===== config.mk =====
export PLATFORM = sky130hd
export DESIGN_NAME = arb_mux
export DESIGN_NICKNAME = d
export VERILOG_FILES = /design/src/rtl/arb_mux.sv
export SDC_FILE = /design/constraint.sdc
export NUM_CORES = 1
export LEC_CHECK = 0
export ABC_AREA = 1
export CAP_MARGIN = 20
export CORE_UTILIZATION = 25
export CTS_BUF_LIST = sky130_fd_sc_hd__clkbuf_8
export DETAILED_ROUTE_END_ITERATION = 10
export PLACE_DENSITY = 0.57
export SLEW_MARGIN = 10
export SYNTH_ARGS = -nofsm -noshare
export SYNTH_HDL_FRONTEND = slang
export SYNTH_SLANG_ARGS = --single-unit
export TNS_END_PERCENT = 1

===== constraint.sdc =====
create_clock -name clk -period 2.46 [get_ports clk]
set_input_delay 0.492 -clock clk [delete_from_list [all_inputs] [get_ports clk]]
set_output_delay 0.492 -clock clk [all_outputs]
set_load 0.01 [all_outputs]

===== src/rtl/arb_mux.sv =====
// Registered N-channel arbitrating mux: round-robin or fixed-priority grant, one output register.
// Latency: one cycle from input transfer to out_data/out_ch/out_valid.
// Backpressure: when the output register is full and not drained, every in_ready bit drops.
module arb_mux #(
    parameter int NUM_CH     = 4,
    parameter int DATA_WIDTH = 8,
    parameter int RR         = 1,
    parameter int CH_W       = $clog2(NUM_CH)
) (
    input  logic                         clk,
    input  logic                         rst_n,
    input  logic [NUM_CH*DATA_WIDTH-1:0] in_data,
    input  logic [NUM_CH-1:0]            in_valid,
    output logic [NUM_CH-1:0]            in_ready,
    output logic [DATA_WIDTH-1:0]        out_data,
    output logic [CH_W-1:0]              out_ch,
    output logic                         out_valid,
    input  logic                         out_ready
);

    // Round-robin pointer: first index searched on the next grant.
    logic [CH_W-1:0]       ptr;
    logic [CH_W-1:0]       ptr_next;
    logic [CH_W-1:0]       base;
    logic                  load_en;
    logic                  grant_found;
    logic [CH_W-1:0]       grant_idx;
    logic [CH_W:0]         cand;
    logic [DATA_WIDTH-1:0] grant_data;

    // Output register can take a word when empty or being drained this cycle.
    assign load_en = !out_valid || out_ready;

    // Fixed-priority mode always searches from channel 0.
    assign base = (RR != 0) ? ptr : '0;

    // Grant search: first valid channel starting at base, wrapping modulo NUM_CH.
    // cand carries one spare bit so ptr+i never overflows before the wrap subtract.
    always_comb begin
        grant_found = 1'b0;
        grant_idx   = '0;
        cand        = '0;
        for (int i = 0; i < NUM_CH; i++) begin
            cand = {1'b0, base} + (CH_W+1)'(i);
            if (cand >= (CH_W+1)'(NUM_CH)) begin
                cand = cand - (CH_W+1)'(NUM_CH);
            end
            if (!grant_found && in_valid[cand[CH_W-1:0]]) begin
                grant_found = 1'b1;
                grant_idx   = cand[CH_W-1:0];
            end
        end
    end

    // Select the winning word; constant slices keep the data path free of multipliers.
    always_comb begin
        grant_data = '0;
        for (int k = 0; k < NUM_CH; k++) begin
            if (grant_idx == CH_W'(k)) begin
                grant_data = in_data[k*DATA_WIDTH +: DATA_WIDTH];
            end
        end
    end

    // Pointer advances past the winner; explicit wrap handles non-power-of-two NUM_CH.
    always_comb begin
        if (grant_idx == CH_W'(NUM_CH - 1)) begin
            ptr_next = '0;
        end else begin
            ptr_next = grant_idx + CH_W'(1);
        end
    end

    // One-hot accept for the winner only; gated by rst_n so it drops the moment reset asserts.
    always_comb begin
        in_ready = '0;
        if (load_en && grant_found && rst_n) begin
            in_ready[grant_idx] = 1'b1;
        end
    end

    // Output register and pointer; an idle load cycle empties the register but keeps data/ch.
    always_ff @(posedge clk or negedge rst_n) begin
        if (!rst_n) begin
            out_valid <= 1'b0;
            out_data  <= '0;
            out_ch    <= '0;
            ptr       <= '0;
        end else if (load_en) begin
            if (grant_found) begin
                out_valid <= 1'b1;
                out_data  <= grant_data;
                out_ch    <= grant_idx;
                if (RR != 0) begin
                    ptr <= ptr_next;
                end
            end else begin
                out_valid <= 1'b0;
            end
        end
    end

endmodule


=== Word level (Yosys, flattened, before mapping) ===
Index checks and enable logic that the tools add are counted.

* Shifts and indexed selects: 0
* $lt $le $gt $ge: 10
* $add $sub $neg: 8
* Mux-type cells: 29
* Bitwise gates (word level): 0
* Divide/modulo/power cells: 0
* Reductions and logical operators: 13
* Eq/ne operators: 3
* $mul: 0

{| class="wikitable"
|+ Operators with widths
! operator !! number
|-
| $mux 8 || 4
|-
| $mux 2 || 9
|-
| $lt 2x3->1 const B || 5
|-
| $mux 1 || 10
|-
| $ge 3x3->1 const B || 3
|-
| $bmux 1 s2 || 4
|-
| $sub 2x1->2 const B || 4
|-
| $add 2x2->3 const B || 2
|-
| $logic_and 1x1->1 || 6
|-
| $eq 2x2->1 const B || 2
|-
| $logic_not 1->1 || 4
|-
| $mux 4 || 1
|-
| $add 2x1->3 const B || 1
|-
| $ge 2x3->1 const B || 1
|-
| $add 2x1->2 const B || 1
|-
| $demux 1 s2 || 1
|-
| $eq 2x1->1 const B || 1
|-
| $ge 2x1->1 const B || 1
|-
| $logic_not 2->1 || 1
|-
| $reduce_and 2->1 || 1
|-
| $logic_or 1x1->1 || 1
|}

* Bits of input ports: 39
* Logic and storage cells: 67
* Register bits after elaboration: 13
* Memory bits (read-only): 0
* Output and inout bits: 15
* Memories: 0
* Bits in latches: 0
* Bits in writable memories: 0

=== Logic depth before layout (Yosys ltp) ===
Gate-level depths: netlist of run 1.

* Word-level depth: 19
* Mapped depth: 19
* Mapped depth without buffers: 18

=== Least setup slack after synthesis of run 1 ===
Ideal clock, no wire load.

* Kind: flip-flop to output port
* Start: register ptr[0], in the netlist base[0]
* End: output in_ready[3]
* Stages on the path, launching flop included: 16
* Arrival time: 2.091 ns
* Path buffers: 3
* Path slack: -0.123 ns
* Data required time: 1.968 ns
* Path through: dfrtp_1 -> buf_6 -> inv_6 -> nand2_1 -> nand3_1 -> nand2_2 -> nor2_8 -> nand3_1 -> nand3_1 -> nand2_1 -> inv_1 -> ha_1 -> clkbuf_1 -> clkbuf_1 -> inv_1 -> nor2_1

* Word-level cells in the longest chain between the ends: 19
* Elaborated cells on any way between the ends: 45
* Those cells by class: add/sub: 7; order compare: 6; mux: 23; reduce/logical: 9

{| class="wikitable"
|+ Ends and longest elaborated chain
! item !! line !! text
|-
| start: declaration || 22 || <nowiki>logic [CH_W-1:0] ptr;</nowiki>
|-
| start signal: assignment || 95 || <nowiki>ptr <= ptr_next;</nowiki>
|-
| parallel branches: the longest is 13 deep, another holds $add 2x1->3 || n/a ||
|-
| $mux 2 (*) || 48 || <nowiki>if (!grant_found && in_valid[cand[CH_W-1:0]]) begin</nowiki>
|-
| via grant_idx[1] || 27 || <nowiki>logic [CH_W-1:0] grant_idx;</nowiki>
|-
| $lt 2x3->1 (not written as such) or $ge 2x1->1 (tied branches) || 78 || <nowiki>in_ready[grant_idx] = 1'b1;</nowiki>
|-
| $logic_and 1x1->1 (not written as such) || 78 ||
|-
| $mux 1 (not written as such) || 78 ||
|-
| $demux 1 s2 (*) || 78 ||
|-
| $mux 4 (*) || 77 || <nowiki>if (load_en && grant_found && rst_n) begin</nowiki>
|-
| end: declaration || 14 || <nowiki>output logic [NUM_CH-1:0] in_ready,</nowiki>
|}

Mark *: on every way through the listed nets, which the timed path passes. The select of a mux whose other input is x is not followed.

=== Worst setup path in the final report of run 1 ===
* Start: register ptr[0], in the netlist base[0]
* End: output in_ready[0]

* Word-level cells in the longest chain between the ends: 19
* Elaborated cells on any way between the ends: 45
* Those cells by class: add/sub: 7; order compare: 6; mux: 23; reduce/logical: 9

{| class="wikitable"
|+ Ends and longest elaborated chain
! item !! line
|-
| parallel branches: the longest is 18 deep, another holds $add 2x1->3 || n/a
|-
| $mux 4 (*) || 77
|}

Every way passes the cells marked *. The select of a mux whose other input is x is not followed.

==> flow_metrics.tcl, run 1 <==
set metrics [dict create \
    outcome "complete, but fails checks" \
    violations "negative setup slack" \
    htree_levels 1 \
    dr_total_vias 1381 \
    netlist_instances 178 \
    yosysTopAreaCell "dfrtp_1" \
    fillers 418 \
    synth_seq_cells 13 \
    path_clk_slew_ns 0.05 \
    grtUsageTotal_pct 15.28 \
    final_layout_size_suffix_gt1_share_pct 36.60 \
    grt_pass1_wl_um 6106 \
    path_delay_family "simple AND/OR/NAND/NOR gates" \
    syn_to_final_growth_pct 100.2 \
    rsz0062_at_grt "yes" \
    synth_top_family_by_area "simple AND/OR/NAND/NOR gates" \
    clock_latency_ns 0.24 \
    path_max_fanout 7 \
    numCtsBuffers 3 \
    dieHeight_um 69.19 \
    first_pass_iters 4 \
    drc_errors 0 \
    clock_skew_ns 0.001143 \
    synth-simple-area-share_pct 43.46 \
    syn_area_um2 1129 \
    cp_num_buf_inv 5 \
    fmax_ghz 0.3929 \
    crit_path_cell_trace "buf_6 -> clkinv_8 -> nand2_2 -> nand3_2 -> nand2_4 -> nor2_8 -> nand4_1 -> nand2_2 -> buf_6 -> ha_2 -> inv_2 -> nor2_1 -> buf_2" \
    antenna_found_initial 0 \
    busiest_layer "met2" \
    synth_nets 221 \
    cp.arrival_ns 2.05 \
    dp_hpwl_um 2529 \
    fin_crit_ns 2.545 \
    port_buffers 53 \
    vias_per_cell 4.356 \
    ys_types 21 \
    clk_path_buf_depth 2 \
    synth-xor-area-share_pct 0 \
    fp.dieW_um 69.19 \
    grt_max_degree 17 \
    nNetsFinal 309 \
    fin_crit_sh_pct 103.5 \
    maxCapViolations 0 \
    synthArstFlopShare_pct 100.0 \
    diodes 0 \
    synthAdderAreaFrac_pct 4.435 \
    syn_area_per_cell_um2 6.340 \
    tightest_slew_ns 0.2514 \
    yosysMostFrequentCell "nand2_1" \
    root_buffer "clkbuf_8" \
    cp_slowest_cell "dfrtp_2" \
    finalHoldViolations 0 \
    setup_violations 4 \
    critical_path.max_stage_delay_ns 0.43 \
    worst_slack_ns -0.08501 \
    slew_violations 0 \
    drtIter0Drc 77 \
    gp_congestion 0.8449 \
    synth_top_cell_area_share_pct 28.82 \
    synth_edf_count 0 \
    cts_tree "built" \
    grt_overflow_total 0 \
    yosysWarnings 0 \
    use_met3_pct 0.4360 \
    slew_headroom_pct 83.24 \
    use_met2_pct 26.11 \
    detail-route-antenna-nets 0 \
    synth_mux_area_share_pct 0 \
    fin_util_pct 51.90 \
    ioPinCount 54 \
    post_drt_wl_per_cell_um 11.86 \
    start_util_pct 25.92 \
    critPathCaptureType "output pin" \
    tns_ns -0.2197 \
    critical_path_class "register to output pin" \
    use_met1_pct 20.80 \
    die_area_um2 4787 \
    crit_required_ns 1.97 \
    cp-start-kind "register" \
    rows 24 \
    synth_compound_area_share_pct 13.19 \
    synth_top_cells_by_count "nand2_1 (82), o21ai_0 (19), inv_1 (14)" \
    cts_sinks 13 \
    design.core.area_um2 4354 \
    grt_pass1_vias 1377 \
    hold_buffers 0 \
    wirelength_um 3760 \
    synth_area_leaders "dfrtp_1 (29%), nand2_1 (27%), o21ai_0 (8.4%)" \
    yosysSeqAreaShare_pct 28.82 \
    timing.hold.ws_ns 0.4672 \
    synth_flop_cell "dfrtp_1" \
    min_path_type "register to register" \
]
==> final timing paths <==
path / startpoint / end / slack (ns) / depth (start not counted)
max: base[0] / in_ready[0] / -0.09 / 13
max in group asynchronous: rst_n / base[0] / 1.67 / 2
min reg2reg: out_ch[1] / out_ch[1] / 0.47 / 2
max reg2reg: base[0] / out_data[7] / 0.01 / 20
min in group asynchronous: rst_n / out_data[4] / 0.62 / 2
min: out_ch[1] / out_ch[1] / 0.47 / 2
==> worst reg2reg max path: stages (launching register included) <==
cell and delay, ns:
dfrtp_2 0.43, buf_6 0.14, clkinv_8 0.07, nand2_2 0.08, nand3_2 0.10, nand2_4 0.08
nor2_8 0.15, nand3_2 0.09, nand3_2 0.10, nand2_2 0.07, buf_6 0.13, ha_4 0.15
buf_6 0.13, nor2_4 0.10, buf_6 0.13, nand2_1 0.05, nand2_1 0.06, o21ai_0 0.07
o21ai_1 0.14, nand2_1 0.07, nand2_1 0.06
==> cell families (layout without fill, tap and decap cells) <==
| family | count (synthesis) | count (layout) |
|---|---|---|
| AND/OR/NAND/NOR | 108 | 108 |
| AO/OA/AOI/OAI | 29 | 29 |
| buffers and inverters | 24 | 111 |
| flip-flops | 13 | 13 |
| adder cells (fa/ha/maj) | 4 | 4 |
==> cells in the final DEF (no fill, tap or decap), drive strengths merged <==
| cell type | instances |
|---|---|
| nand3 | 11 |
| inv | 17 |
| nor2 | 6 |
| dlygate4sd2 | 4 |
| clkinv | 1 |
| clkdlybuf4s50 | 45 |
| dfrtp | 13 |
| nand4 | 2 |
| a21oi | 8 |
| nand2 | 89 |
| ha | 4 |
| clkbuf | 3 |
| buf | 41 |
| o21ai | 21 |
==> what timing repair did <==
action	in CTS	in global routing
resized for setup	70	40
pin swaps	15	18
setup endpoints to repair	12	13
endpoints found under the hold margin	0	0
setup buffers	16	1
==> per-stage QoR <==
stage	setup slack, ns	cells	area, um2
after floorplan	-0.01300	178	1131
after global placement	-0.6638	297	1837
after detailed placement	-0.6625	297	1837
after CTS	-0.05035	317	2116
after global routing	-0.2125	317	2260
final	-0.08501	317	2260
==> registers in the layout (all words and copies together), names as in the netlist <==
register,count
base,2
out_ch,2
out_data,8
out_valid,1
==> layout make-up <==
| class | instances | area (um2) | share of cell area (%) |
|---|---|---|---|
| Clock buffer | 3 | 41.29 | 1.827 |
| Clock inverter | 1 | 3.754 | 0.1661 |
| Inverter | 17 | 81.33 | 3.599 |
| Multi-Input combinational cell | 141 | 902.1 | 39.92 |
| Sequential cell | 13 | 326.6 | 14.45 |
| Tap cell | 52 | 65.06 | 2.879 |
| Timing Repair Buffer | 90 | 839.6 | 37.15 |
==> metal layers <==
metal | share of wire [%] | vias up | routed length (um)
met5 | 0 | - | 0
met4 | 1.7 | 0 | 63
met3 | 1.6 | 6 | 61
met2 | 50 | 27 | 1872
met1 | 47 | 614 | 1763
li1 | - | 734 | -
Power of run 1 is not shown: default switching activity piles up to over one toggle a cycle in this logic, so the estimate is an artifact.
==> run 2: changes to the inputs <==
CORE_ASPECT_RATIO = 0.9   (was not set)
GPL_TIMING_DRIVEN = 0   (was not set)
==> flow_metrics.tcl, run 2 (synthesis results as in run 1) <==
set metrics [dict create \
    violations "negative setup slack" \
    grt_pass1_wl_um 6058 \
    use_met3_pct 1.994 \
    dr_total_vias 1399 \
    fin_util_pct 53.98 \
    maxCapViolations 0 \
    clock_latency_ns 0.24 \
    start_util_pct 26.80 \
    cp_slowest_cell "dfrtp_2" \
    grtUsageTotal_pct 16.11 \
    final_common_cell "nand2_1" \
    dieHeight_um 65.74 \
    critPathCaptureType "register" \
    cp-start-kind "register" \
    r2r_slack_ns -0.18 \
    path_delay_family "buffers and inverters" \
    vias_per_cell 4.318 \
    min_path_type "register to register" \
    gp_congestion 0.7864 \
    finalHoldViolations 0 \
    cp.arrival_ns 2.77 \
    path_max_fanout 5 \
    crit_required_ns 2.59 \
    busiest_layer "met2" \
    cts_tree "built" \
    setup_violations 5 \
    clock_skew_ns 0.005784 \
    worst_slack_ns -0.1763 \
    post_drt_wl_per_cell_um 11.73 \
    wirelength_um 3800 \
    final_layout_size_suffix_gt1_share_pct 37.12 \
    fp.dieW_um 72.83 \
    design.core.area_um2 4212 \
    fmax_ghz 0.3793 \
    hold_buffers 0 \
    critical_path.max_stage_delay_ns 0.49 \
    rsz0062_at_grt "yes" \
    slew_headroom_pct 59.65 \
    cts_sinks 13 \
    path_clk_slew_ns 0.06 \
    antenna_found_initial 0 \
    port_buffers 53 \
    fin_cells 324 \
    grt_pass1_vias 1422 \
    use_met2_pct 26.64 \
    die_area_um2 4788 \
    drc_errors 0 \
    dp_cells 291 \
    detail-route-antenna-nets 0 \
    slew_violations 0 \
    fin_crit_ns 2.636 \
    use_met1_pct 21.23 \
    outcome "complete, but fails checks" \
    critical_path_class "register to register" \
    diodes 0 \
    grt_max_degree 17 \
    tns_ns -0.7263 \
    crit_path_cell_trace "inv_4 -> nand2_2 -> nand2_4 -> nand2_4 -> nand2_4 -> nor2_8 -> nand2_1 -> nand3_2 -> buf_4 -> buf_4 -> buf_4 -> buf_4 -> buf_4 -> buf_4 -> buf_4 -> buf_4 -> buf_4 -> buf_4 -> nand3_2 -> nand2_1" \
    critPathMostFrequentCell "buf_4" \
    largest_register "out_data" \
    cp_num_buf_inv 11 \
    fin_crit_sh_pct 107.2 \
    largest_reg_flops 8 \
    tightest_slew_ns 0.6034 \
    nNetsFinal 308 \
    layout_common_cells "nand2_1 (67), clkdlybuf4s50_1 (45), buf_4 (30), nand2_4 (14)" \
    rows 22 \
    first_pass_iters 4 \
    ioPinCount 54 \
    root_buffer "clkbuf_8" \
    syn_to_final_growth_pct 101.4 \
    drtIter0Drc 60 \
    numCtsBuffers 3 \
    dp_hpwl_um 2401 \
    htree_levels 1 \
    grt_overflow_total 0 \
    clk_path_buf_depth 2 \
]
run 2: cell count changes in the layout (fill, tap and decap cells not counted), sizes merged:
cell,change
buf,-1
clkdlybuf4s15,+1
clkinvlp,+1
dlygate4sd2,-1
inv,-1
run 2: metrics by stage:
step	hold slack, ns	area (um2)	setup WS, ns
2_1_floorplan	0.1964	1131	-0.01300
3_3_place_gp	0.4648	1737	-1.238
3_5_place_dp	0.4727	1737	-1.249
4_1_cts	0.4883	2123	-0.1333
5_1_grt	0.5021	2273	-0.2829
6_report	0.4838	2273	-0.1763
run 2: path summary, 6_finish.rpt:
kind,end,start,cells past startpoint
max in group asynchronous,base[1],rst_n,1
hold / removal,out_data[6],out_data[6],2
min in group asynchronous,out_valid,rst_n,1
setup reg to reg,out_ch[1],base[1],20
hold reg to reg,out_data[6],out_data[6],2
setup / recovery,out_ch[1],base[1],20
run 2: timing repair:
| item | 4_1_cts | 5_1_grt |
|---|---|---|
| endpoints found under the setup margin | 12 | 13 |
| buffers inserted | 28 | 4 |
| cloned | 1 | 0 |
| pin swaps | 21 | 20 |
| resized for setup | 65 | 40 |
run 2: metal layers:
metal	vias up	share of wire, %	wire length, um
met3	10	4.5	170
met2	47	44	1688
met1	610	49	1856
met5	-	0	0
met4	0	2.2	85
li1	732	-	-
run 2: cell type report:
| cell class | instances | area, um2 |
|---|---|---|
| sequential | 13 | 326.6 |
| timing repair buffer | 86 | 772.0 |
| clock inverter | 1 | 3.754 |
| tap | 60 | 75.07 |
| fill | 391 | 1938 |
| inverter | 17 | 90.09 |
| multi-input combinational | 141 | 934.6 |
| buffer | 3 | 30.03 |
| clock buffer | 3 | 41.29 |
run 2: worst register-to-register path, stage by stage (launching register included):
cell	delay, ns
dfrtp_2	0.49
inv_4	0.14
nand2_2	0.08
nand2_4	0.10
nand2_4	0.08
nand2_4	0.09
nor2_8	0.04
nand2_1	0.07
nand3_2	0.11
buf_4	0.15
buf_4	0.12
buf_4	0.12
buf_4	0.12
buf_4	0.12
buf_4	0.12
buf_4	0.12
buf_4	0.12
buf_4	0.12
buf_4	0.12
nand3_2	0.05
nand2_1	0.05
Power of run 2 is left out for the same reason.
